### src/rtl/out_uart_tx.sv
// ---------------------------------------------------------------------------
// out_uart_tx
//
// Output-side peripheral for the 16-bit pipelined core. Each output-port
// write is queued in a small FIFO. The head word is then sent on a UART TX
// line as two 8N1 frames, low byte first. The core cannot stall, so a write
// that arrives while the FIFO is full is dropped, and a sticky flag records
// the loss. The drained output tells the bench or board that a halted core
// has had all of its output transmitted.
//
// Parameters
//   DEPTH         FIFO entries (power of two, >= 2)
//   CLKS_PER_BIT  clock cycles per UART bit (>= 2)
//
// Ports
//   clk       system clock, rising edge
//   reset     synchronous, active-high
//   out_en    core output strobe, one word per cycle while high
//   out_dat   core output data, valid when out_en=1
//   is_halt   core halted (level)
//   txd       UART serial line, idle high (registered)
//   busy      transmitter not idle (registered)
//   overflow  sticky: at least one write was dropped
//   count     FIFO occupancy after the most recent edge
//   drained   is_halt && count==0 && !busy
// ---------------------------------------------------------------------------
module out_uart_tx #(
  parameter int DEPTH        = 16,
  parameter int CLKS_PER_BIT = 434
) (
  input  logic                     clk,
  input  logic                     reset,
  input  logic                     out_en,
  input  logic [15:0]              out_dat,
  input  logic                     is_halt,
  output logic                     txd,
  output logic                     busy,
  output logic                     overflow,
  output logic [$clog2(DEPTH):0]   count,
  output logic                     drained
);

  localparam int AW = $clog2(DEPTH);
  localparam int CW = AW + 1;
  localparam int BW = $clog2(CLKS_PER_BIT);

  typedef enum logic [1:0] {
    IDLE,
    START,
    DATA,
    STOP
  } state_e;

  // FIFO storage and bookkeeping
  logic [15:0]   mem_q [DEPTH];
  logic [AW-1:0] wr_ptr_q, wr_ptr_d;
  logic [AW-1:0] rd_ptr_q, rd_ptr_d;
  logic [CW-1:0] count_q, count_d;
  logic          overflow_q, overflow_d;
  logic          push, pop;
  logic [15:0]   head;

  // Transmitter
  state_e        state_q;
  logic          byte_sel_q;   // 0 = low byte in flight, 1 = high byte
  logic [15:0]   shift_q;
  logic [2:0]    bit_idx_q;
  logic [BW-1:0] baud_q;
  logic          txd_q;
  logic          busy_q;
  logic          baud_last;

  assign head      = mem_q[rd_ptr_q];
  assign baud_last = (baud_q == BW'(CLKS_PER_BIT - 1));

  // The transmitter takes a word only from IDLE, so a pop is always
  // followed by at least 20 bit times before the next one can occur.
  assign pop  = (state_q == IDLE) && (count_q != '0);
  // A pop in the same cycle frees a slot, so a full FIFO can still accept.
  assign push = out_en && ((count_q != CW'(DEPTH)) || pop);

  // NOTE: every signal gets a default before any conditional update, so
  // this block can never infer a latch.
  always_comb begin
    wr_ptr_d   = wr_ptr_q;
    rd_ptr_d   = rd_ptr_q;
    count_d    = count_q;
    overflow_d = overflow_q | (out_en & ~push);
    if (push) wr_ptr_d = wr_ptr_q + AW'(1);
    if (pop)  rd_ptr_d = rd_ptr_q + AW'(1);
    case ({push, pop})
      2'b10:   count_d = count_q + CW'(1);
      2'b01:   count_d = count_q - CW'(1);
      default: count_d = count_q;
    endcase
  end

  // NOTE: sequential state uses non-blocking assignments only, so every
  // register samples the pre-edge values of its neighbours.
  always_ff @(posedge clk) begin
    if (reset) begin
      wr_ptr_q   <= '0;
      rd_ptr_q   <= '0;
      count_q    <= '0;
      overflow_q <= 1'b0;
    end else begin
      wr_ptr_q   <= wr_ptr_d;
      rd_ptr_q   <= rd_ptr_d;
      count_q    <= count_d;
      overflow_q <= overflow_d;
    end
  end

  // NOTE: the storage array is deliberately left out of reset. The pointers
  // and count define which entries are valid, and leaving the array
  // unreset lets it map onto plain RAM.
  always_ff @(posedge clk) begin
    if (push) mem_q[wr_ptr_q] <= out_dat;
  end

  // Serialiser. txd and busy are registered directly in the state machine.
  // shift_q moves right once per data bit. After the low byte's eight
  // shifts, the high byte already sits in shift_q[7:0] for the second frame.
  always_ff @(posedge clk) begin
    if (reset) begin
      state_q    <= IDLE;
      byte_sel_q <= 1'b0;
      shift_q    <= '0;
      bit_idx_q  <= '0;
      baud_q     <= '0;
      txd_q      <= 1'b1;
      busy_q     <= 1'b0;
    end else begin
      case (state_q)
        IDLE: begin
          txd_q <= 1'b1;
          if (pop) begin
            shift_q    <= head;
            byte_sel_q <= 1'b0;
            baud_q     <= '0;
            txd_q      <= 1'b0;
            busy_q     <= 1'b1;
            state_q    <= START;
          end
        end
        START: begin
          if (baud_last) begin
            baud_q    <= '0;
            bit_idx_q <= '0;
            txd_q     <= shift_q[0];
            shift_q   <= shift_q >> 1;
            state_q   <= DATA;
          end else begin
            baud_q <= baud_q + BW'(1);
          end
        end
        DATA: begin
          if (baud_last) begin
            baud_q <= '0;
            if (bit_idx_q == 3'd7) begin
              txd_q   <= 1'b1;
              state_q <= STOP;
            end else begin
              bit_idx_q <= bit_idx_q + 3'd1;
              txd_q     <= shift_q[0];
              shift_q   <= shift_q >> 1;
            end
          end else begin
            baud_q <= baud_q + BW'(1);
          end
        end
        STOP: begin
          if (baud_last) begin
            baud_q <= '0;
            if (!byte_sel_q) begin
              // Second frame starts with no gap after the first stop bit
              byte_sel_q <= 1'b1;
              txd_q      <= 1'b0;
              state_q    <= START;
            end else begin
              busy_q  <= 1'b0;
              state_q <= IDLE;
            end
          end else begin
            baud_q <= baud_q + BW'(1);
          end
        end
        default: begin
          state_q <= IDLE;
          txd_q   <= 1'b1;
          busy_q  <= 1'b0;
        end
      endcase
    end
  end

  assign txd      = txd_q;
  assign busy     = busy_q;
  assign overflow = overflow_q;
  assign count    = count_q;
  assign drained  = is_halt && (count_q == '0) && !busy_q;

endmodule

### config.mk
export PLATFORM = sky130hd
export DESIGN_NAME = out_uart_tx
export DESIGN_NICKNAME = d
export VERILOG_FILES = /design/src/rtl/out_uart_tx.sv
export SDC_FILE = /design/constraint.sdc
export NUM_CORES = 1
export LEC_CHECK = 0
export BUFFER_PORTS_ARGS = -buffer_cell sky130_fd_sc_hd__buf_2
export CORE_MARGIN = 5
export CORE_UTILIZATION = 45
export CTS_CLUSTER_SIZE = 16
export DETAILED_ROUTE_END_ITERATION = 16
export SKIP_CTS_REPAIR_TIMING = 1
export SYNTH_ARGS = -nofsm -noshare
export SYNTH_HDL_FRONTEND = slang
export SYNTH_SLANG_ARGS = --single-unit
### constraint.sdc
create_clock -name clk -period 8.1 [get_ports clk]
set_input_delay 0.405 -clock clk [delete_from_list [all_inputs] [get_ports clk]]
set_output_delay 0.405 -clock clk [all_outputs]
set_load 0.05 [all_outputs]
==> results.sh <==
export IMPL_powerDensity_nw_per_um2=312
export IMPL_synthTopCellsByArea="edfxtp_1 (62%), dfxtp_1 (8.3%), mux4_2 (7.7%)"
export IMPL_drtIter0Drc=489
export IMPL_grt_pass1_wl_um=40600
export IMPL_max_slew_margin=0.175
export IMPL_drc=0
export IMPL_coreArea_sq_um=27000
export IMPL_start_util=0.457
export IMPL_hpwlAfterDp_um=15700
export IMPL_ant_nets=0
export IMPL_slew_viol_final=0
export IMPL_syn_area_per_cell_sq_um=17.3
export IMPL_critPathCaptureType="register"
export IMPL_clkSlewWorstSetupHoldPaths_ns=0.06
export IMPL_cts_tree="built"
export IMPL_wl_um=26900
export IMPL_drv_cap=0
export IMPL_via_count=6548
export IMPL_clock_path_buffers=3
export IMPL_reg2regPathDepth=9
export IMPL_skew_ns=0.0181
export IMPL_status="completed"
export IMPL_synth_top_cell_by_area="edfxtp_1"
export IMPL_arrival_ns=3.52
export IMPL_post_route_period_util=0.380
export IMPL_synth_ff_type="edfxtp_1"
export IMPL_rsz0062_at_grt="no"
export IMPL_firstDrtPassIters=5
export IMPL_crit_type="register to register"
export IMPL_hp_class="input port to register"
export IMPL_synth_top_area_frac=0.624
export IMPL_synth_nets=752
export IMPL_cts_sinks=307
export IMPL_die_area_sq_um=30800
export IMPL_setup_tns_ns=0
export IMPL_top_level_ports=29
export IMPL_utilization=0.514
export IMPL_setup_slack_ns=5.03
export IMPL_rows=60
export IMPL_vias_per_cell=5.82
export IMPL_die_y_um=175
export IMPL_grt_max_degree=53
export IMPL_drive_gt1_frac=0.216
export IMPL_post_synth_top_count_cell="edfxtp_1"
export IMPL_ir_drop_mv=0.200
export IMPL_io_buffers=28
export IMPL_ys_warn_count=0
export IMPL_clock_latency_ns=0.56
export IMPL_crit_required_ns=8.54
export IMPL_syn_area_sq_um=12300
export IMPL_synth_distinct_cells=65
export IMPL_routedWlPerCell_um=23.8
export IMPL_min_from="out_dat[4]"
export IMPL_numCtsBuffers=31
export IMPL_hold_path_end="mem_q[9][4]$_DFFE_PP_"
export IMPL_syn_inst=714
export IMPL_gr_total_overflow=0
export IMPL_worst_pin_slew_ns=1.24
export IMPL_first_global_vias=6710
export IMPL_grt_use_total=0.175
export IMPL_timing_final_hold_violations=0
export IMPL_gp_congestion=0.797
export IMPL_p_total_mw=4.32
export IMPL_synth_edf_count=256
export IMPL_setup_viol=0
export IMPL_p_leak_nw=4.54
export IMPL_crit_path_start_kind="register"
export IMPL_fin_crit_ns=3.07
export IMPL_htree_levels=1
export IMPL_pre_cts_ws_ns=5.00
export IMPL_min_path_cells=1
export IMPL_synth_common_cells="edfxtp_1 (256), dfxtp_1 (51), nor2_1 (46)"
export IMPL_ys_seq_area_frac=0.707
export IMPL_reg2reg_from="count[0]$_SDFFE_PP0P_"
export IMPL_antenna_found_initial=3
export IMPL_r2r_end="count[4]$_SDFFE_PP0P_"
export IMPL_ys_ff_latch=307
export IMPL_die_x_um=175
export IMPL_areaGrowthSynthToFinish_pct=12.5
export IMPL_finalNetCount=796
export IMPL_fmax_ghz=0.325
export IMPL_whs_ns=0.216
export IMPL_critPathMaxFanout=10
export IMPL_startpoint="count[0]$_SDFFE_PP0P_"
export IMPL_ys_async_sr_fraction=0
export IMPL_rrSetupSlack_ns=5.03
export IMPL_root_buffer="clkbuf_16"
-- layout by cell type (no fill, tap or decap), types with 20 or more instances in the layout --
| cell | Yosys | layout |
|---|---|---|
| clkbuf_16 | 0 | 31 |
| mux4_2 | 42 | 42 |
| nand2_1 | 21 | 21 |
| o21ai_0 | 26 | 26 |
| dfxtp_1 | 51 | 49 |
| edfxtp_1 | 256 | 256 |
| buf_2 | 5 | 28 |
| nor2_1 | 46 | 45 |
| mux2i_1 | 20 | 20 |
-- layer usage --
layer | wire length, um | vias up | global-route usage
met5 | 0 | - | 0
met4 | 748 | 0 | 0.0507
met3 | 1460 | 50 | 0.0301
met2 | 14200 | 172 | 0.317
met1 | 10500 | 3390 | 0.216
li1 | - | 2936 | -
-- kinds of logic after synthesis --
| logic type | after synthesis | share of synthesized area |
|---|---|---|
| multiplexers | 86 | 0.125 |
| XOR/XNOR | 17 | 0.0121 |
| AO/OA/AOI/OAI | 109 | 0.0615 |
| flip-flops | 307 | 0.707 |
| buffers and inverters | 48 | 0.0214 |
| AND/OR/NAND/NOR | 129 | 0.0541 |
| adder cells (fa/ha/maj) | 18 | 0.0189 |
-- stage by stage --
step / area, sq um / instances
final: 13900 / 1126
after detailed placement: 12800 / 1066
after floorplan: 12300 / 714
after global placement: 12800 / 1066
after CTS: 13900 / 1124
after global routing: 13900 / 1125
-- sequential cells by signal, summed over array words and instances (netlist names), named ones only --
name and cells:
rd_ptr_q 4, shift_q 16, baud_q 9, byte_sel_q 1
overflow 1, count 5, mem_q 256, state_q 2
busy 1, wr_ptr_q 4, txd 1, bit_idx_q 3
-- worst max path at each step --
stage	to	slack (ns)	cells after the start
floorplan	drained	4.81	3
global placement	shift_q[15]$_SDFFE_PP0P_	5.01	4
detailed placement	shift_q[15]$_SDFFE_PP0P_	5.00	4
CTS	shift_q[15]$_SDFFE_PP0P_	5.00	4
global route	count[4]$_SDFFE_PP0P_	4.85	9
finish	count[4]$_SDFFE_PP0P_	5.03	9
-- layout make-up --
type                    count  area [sq um]
diodes                      2          5.00
clock buffers              38           822
clock inverters            20           196
fillers                  2169         13100
inverters                  13          48.8
multi-input cells         359          3370
flip-flops and latches    307          8710
well taps                 341           427
repair buffers             46           275
-- critical path: stages, from the launching register on --
cell and delay [ns]:
dfxtp_1 0.37, or4_1 0.69, o21ai_1 0.35, nor2_1 0.18, fa_1 0.44, a21o_1 0.18
a21oi_1 0.19, nor3_1 0.07, a21oi_1 0.15, mux2_1 0.33
-- power breakdown --
group,internal (mW),switching (mW)
combinational,0.424,0.621
sequential,1.80,0.0819
clock,0.819,0.576
Note: power is estimated with default switching activity, not from simulation.
